===== config.mk =====
export PLATFORM = sky130hd
export DESIGN_NAME = rpsc_card_1
export DESIGN_NICKNAME = d
export VERILOG_FILES = /design/src/rtl/rpsc_card_pkg.sv /design/src/rtl/rpsc_card_1_delay_timer.sv /design/src/rtl/rpsc_card_1.sv
export SDC_FILE = /design/constraint.sdc
export NUM_CORES = 1
export LEC_CHECK = 0
export ABC_CLOCK_PERIOD_IN_PS = 4900
export CAP_MARGIN = 15
export CORE_ASPECT_RATIO = 1.5
export CORE_MARGIN = 2
export CORE_UTILIZATION = 45
export DETAILED_ROUTE_END_ITERATION = 10
export GPL_TIMING_DRIVEN = 0
export PLACE_DENSITY = 0.62
export SLEW_MARGIN = 10
export SYNTH_ARGS = -nofsm -noshare
export SYNTH_HDL_FRONTEND = slang
export SYNTH_HIERARCHICAL = 1
export SYNTH_SLANG_ARGS = --single-unit
export TNS_END_PERCENT = 100

===== constraint.sdc =====
create_clock -name clk -period 4.9 [get_ports clk]
set_clock_uncertainty 0.2 [all_clocks]
set_input_delay 0.735 -clock clk [delete_from_list [all_inputs] [get_ports clk]]
set_output_delay 0.735 -clock clk [all_outputs]
set_load 0.005 [all_outputs]

===== src/rtl/rpsc_card_pkg.sv =====
// Shared constants for the RPSC card: clock period, delay targets and counter sizing.
package rpsc_card_pkg;

  localparam int CLK_PERIOD_NS = 1280;

  localparam int T4_FULL   = 3125000;
  localparam int T60_FULL  = 46875000;
  localparam int T4_SHORT  = 15;
  localparam int T60_SHORT = 31;

  // Bits needed to hold 0..target; never less than one so a zero target still builds.
  function automatic int cnt_width(input int target);
    int w;
    w = $clog2(target + 1);
    return (w < 1) ? 1 : w;
  endfunction

endpackage


===== src/rtl/rpsc_card_1_delay_timer.sv =====
// On-delay timer: output follows input once it has been high for `target` consecutive edges.
// Counter saturates at target; any low cycle clears it.
module delay_timer #(
  parameter int WIDTH = 1
) (
  input  logic             clk,
  input  logic             reset,
  input  logic [WIDTH-1:0] target,
  input  logic             in,
  output logic             hit_target
);

  logic [WIDTH-1:0] count_q;
  logic [WIDTH-1:0] count_d;

  always_comb begin
    count_d = count_q;
    if (!in) begin
      count_d = '0;
    end else if (count_q != target) begin
      count_d = count_q + WIDTH'(1);
    end
  end

  always_ff @(posedge clk or negedge reset) begin
    if (!reset) begin
      count_q <= '0;
    end else begin
      count_q <= count_d;
    end
  end

  // Gated by reset so a zero target cannot leak the input through while held in reset.
  assign hit_target = reset & in & (count_q == target);

endmodule


===== src/rtl/rpsc_card_1.sv =====
// RPSC card logic: fan/status/control gating plus 4 s and 60 s CA on-delays.
// Define RPSC_SHORT_TIMERS_EN to default the delays to 15/31 cycles for simulation.
module rpsc_card_1
  import rpsc_card_pkg::*;
#(
`ifdef RPSC_SHORT_TIMERS_EN
  parameter int T4_TARGET  = T4_SHORT,
  parameter int T60_TARGET = T60_SHORT
`else
  parameter int T4_TARGET  = T4_FULL,
  parameter int T60_TARGET = T60_FULL
`endif
) (
  input  logic clk,
  input  logic reset,
  input  logic i17_FAN_ON_PERM,
  input  logic i18_FAN_ACT,
  input  logic i51_Card_POS,
  input  logic i50_Air_Grid,
  input  logic i49_Water_Anode,
  input  logic i48_Water_Grid,
  input  logic i46_DC_PS,
  input  logic i45_U_CA_Low,
  input  logic i44_I_CA_High,
  input  logic i53_Not_G1_OK,
  input  logic i54_FAN_ON,
  input  logic i59_CA_PS_ACT,
  input  logic i72_I_CA_High,
  input  logic i76_U_CA_Low,
  output logic o14_FAN_ON_PERM,
  output logic o19_FAN_ON,
  output logic o55_Not_Alarm,
  output logic o47_CA_ON_PERM,
  output logic o78_Modified,
  output logic o62_CA_ON,
  output logic o74_CA_Delay,
  output logic o75_Not_CA_OK,
  output logic o70_I_CA_High,
  output logic o77_U_CA_Low
);

  localparam int W4  = cnt_width(T4_TARGET);
  localparam int W60 = cnt_width(T60_TARGET);

  logic nor_status;
  logic nor_control;
  logic and_control;
  logic on_4s;
  logic on_60s;

  assign nor_status = ~(i51_Card_POS | i50_Air_Grid | i49_Water_Anode | i48_Water_Grid |
                        i46_DC_PS | i45_U_CA_Low | i44_I_CA_High);
  assign nor_control = ~(i53_Not_G1_OK | i54_FAN_ON | ~nor_status);
  assign and_control = nor_control & i59_CA_PS_ACT;

  assign o14_FAN_ON_PERM = ~i17_FAN_ON_PERM;
  assign o19_FAN_ON      = ~i18_FAN_ACT;
  assign o62_CA_ON       = ~i59_CA_PS_ACT;
  assign o55_Not_Alarm   = nor_status;
  assign o78_Modified    = nor_control;
  assign o47_CA_ON_PERM  = ~nor_control;

  // The 60 s delay only starts counting once the 4 s permit is already up.
  delay_timer #(.WIDTH(W4)) u_timer_4s (
    .clk        (clk),
    .reset      (reset),
    .target     (W4'(T4_TARGET)),
    .in         (and_control),
    .hit_target (on_4s)
  );

  delay_timer #(.WIDTH(W60)) u_timer_60s (
    .clk        (clk),
    .reset      (reset),
    .target     (W60'(T60_TARGET)),
    .in         (on_4s),
    .hit_target (on_60s)
  );

  assign o74_CA_Delay  = on_60s;
  assign o75_Not_CA_OK = ~(on_4s & on_60s);
  assign o70_I_CA_High = ~(on_4s & i72_I_CA_High);
  assign o77_U_CA_Low  = ~(on_4s & i76_U_CA_Low);

endmodule


==> flow_summary.yaml <==
route:
  first_pass_iters: 4
  vias: 3769
  finalWirelength_mm: 11.4
  post_drt_via_cell_ratio: 5.94
  wl_per_cell_um: 18.0
  drt-initial-drc-count: 237
  drc: 0
  antenna_left: 0
setup_path:
  crit_family: "simple AND/OR/NAND/NOR gates"
  crit_chain: "clkdlybuf4s50_1, or4_4, nor4b_4, inv_2, nor4_2, nand4_1, nor2_4, and2_4, inv_4, nor4_4, and4bb_1, buf_6, and3_4, nand2_2, clkbuf_2"
  end_kind: "output pin"
  crit_buf_inv: 5
  critPathLaunchType: "input pin"
  r2r-end: "u_timer_60s/count_q[10]"
  r2r_slack_ns: 1.72
  slowest_delay_ns: 0.51
  arrival_ns: 3.79
  slowest_stage: "or4_4"
  critPathMaxFanout: 4
  path_depth: 15
  worstRegToRegCells: 13
  crit_required_ns: 3.96
  crit_type: "input pin to output pin"
  crit_end: "o75_Not_CA_OK"
  r2r-start: "u_timer_4s/count_q[2]"
  startpoint: "i50_Air_Grid"
finish:
  instances_no_fill: 634
  syn_to_final_growth_pct: 21.2
  fin_util: 0.561
  drive_gt1_frac: 0.142
  diodes: 0
  fin_nets: 545
power_and_ir_drop:
  total_power_w: 0.000794
  leakage_nw: 2.10
  ir_drop_mv: 0.113
  p_per_area_mw_per_mm2: 168
timing:
  finalMaxSlewViolations: 0
  setup_slack_ns: 0.171
  rsz0062_at_grt: "false"
  max_freq_ghz: 0.211
  finalHoldViolCount: 0
  period_share: 0.965
  slew_headroom: 0.567
  fin_crit_ns: 4.73
  tightestPinTransition_ns: 0.650
  finalSetupViolCount: 0
placement:
  dp_hpwl_mm: 8.57
  post-place-ws_ns: -1.63
  place_inst: 618
  place_congestion: 0.900
  port_buffers: 25
floorplan:
  initial_core_util: 0.463
  die_h_um: 118
  fp-row-count: 41
  die_w_um: 80.0
  io_pins: 26
  fp.coreArea_sq_mm: 0.00841
  dieArea_sq_mm: 0.00943
clock_network:
  cts.path.max_buffers: 2
  clock_latency_ns: 0.29
  cts-root-buf: "clkbuf_16"
  numCtsBuffers: 5
  cts.sinks: 48
  hold_buffers: 0
  cts_tree: "done"
  htreeDepth: 2
  clk_pin_slew_ns: 0.07
grt:
  grt_max_degree: 31
  overflow: 0
  grt_antenna_before_repair: 0
  grtUsageTotal: 0.253
  grt_pass1_vias: 3782
  grt_pass1_wl_mm: 18.7
logic_synthesis:
  synth-main-ff-cell: "dfrtp_1"
  ys_ff_latch: 48
  synth_top_area_share: 0.308
  ys_warn_count: 6
  synth-async-reset-ratio: 1.00
  synth.most_common_cell: "dfrtp_1"
  synth.distinct_cells: 57
  synth_commonest_cells: "dfrtp_1 (48), xor2_1 (40), nand2_1 (36)"
  synth_enable_flop_cells: 0
  synth_area_sq_mm: 0.00390
  synth_area_leaders: "dfrtp_1 (31%), xor2_1 (9.0%), a31oi_1 (4.3%)"
  yosysTopAreaCell: "dfrtp_1"
  syn_inst: 439
  syn_avg_cell_area_sq_um: 8.88
  seq_area_frac_synth: 0.308
run:
  cap_violations: 0
min_path:
  hp-class: "input pin to async pin"
status:
  run_status: "finished, final reports clean"
[cell families after synthesis]
family,count (synthesis),synth area share
adders and majority gates,2,0.00642
AOI/OAI and AO/OA,109,0.214
buffers and inverters,51,0.0764
xor gates and xnor gates,48,0.108
DFF,48,0.308
and+or+nand+nor,179,0.285
other,2,0.00193
[cell type report]
type / count / area, sq um
fill: 790 / 3690
multi-input combinational: 386 / 2620
sequential: 48 / 1200
timing repair buffer: 35 / 328
buffer: 40 / 263
tap: 107 / 134
clock buffer: 6 / 129
inverter: 11 / 43.8
clock inverter: 1 / 5.00
[worst min path at each step]
stage	from	end	slack [ns]
floorplan	reset	u_timer_4s/count_q[0]	0.24
finish	reset	u_timer_4s/count_q[18]	0.22
detailed placement	u_timer_60s/count_q[24]	u_timer_60s/count_q[24]	0.35
CTS	reset	u_timer_4s/count_q[18]	0.24
global placement	u_timer_4s/count_q[1]	u_timer_4s/count_q[1]	0.35
global route	reset	u_timer_4s/count_q[4]	0.26
[cell usage in the layout, fill, tap and decap left out, types with 3 or more instances in the layout]
master / count
dfrtp_1: 48
nor2_1: 7
buf_6: 7
inv_1: 9
and3_1: 25
or4_4: 3
o22ai_1: 5
nor4_2: 4
a41oi_1: 15
nor4_1: 8
clkbuf_2: 3
conb_1: 48
or4_1: 4
and2_1: 13
nand2b_1: 6
a31oi_1: 27
xnor2_1: 8
clkdlybuf4s50_1: 20
xor2_1: 40
o21ai_1: 3
o41ai_1: 9
nand3_1: 25
o21ai_0: 13
o31ai_1: 14
clkbuf_1: 10
o211a_1: 4
nand4_1: 15
nand2_1: 35
nor3_1: 5
buf_2: 17
buf_4: 15
clkbuf_16: 5
o311ai_1: 3
and4_1: 9
[report_power, final]
part           switching (W)  internal [W]  total (W)
Combinational      0.0000359     0.0000264  0.0000623
Sequential      0.0000000135      0.000396   0.000396
Clock               0.000150      0.000186   0.000336
Total               0.000186      0.000609   0.000794
[metal layers]
metal / up-vias / global-route usage / part of all wire
met3: 34 / 0.0268 / 0.030
li1: 1821 / - / -
met2: 100 / 0.455 / 0.55
met4: 0 / 0.150 / 0.053
met1: 1814 / 0.277 / 0.37
met5: - / 0 / 0
[flip-flops by register name, indices dropped and copies added, names as in the netlist]
register and cells:
u_timer_4s/count_q 22, u_timer_60s/count_q 26
[worst register-to-register path, stage by stage (launching register included)]
cell	delay, ns
dfrtp_1	0.46
xor2_1	0.21
nor4_1	0.30
nand4_1	0.19
nor2_4	0.16
and2_4	0.18
inv_4	0.05
nor4_4	0.23
buf_4	0.16
buf_4	0.10
nand4bb_1	0.23
o21ai_1	0.24
buf_4	0.24
o31ai_1	0.11
[through the flow]
step                      area [sq um]  hold WS [ns]  setup TNS (ns)
after CTS                         4690         0.238               0
after global placement            4450         0.351          -19.67
after floorplan                   4070         0.239               0
after global routing              4720         0.260               0
final                             4720         0.225               0
after detailed placement          4470         0.350          -20.79
[repair_timing]
item | 4_1_cts | 5_1_grt
endpoints found under the setup margin | 30 | 2
cloned | 0 | 0
resized for setup | 12 | 10
setup buffers | 6 | 3
pin swaps | 6 | 6
endpoints found under the hold margin | 0 | 0
Note: power is estimated with default switching activity, not from simulation.
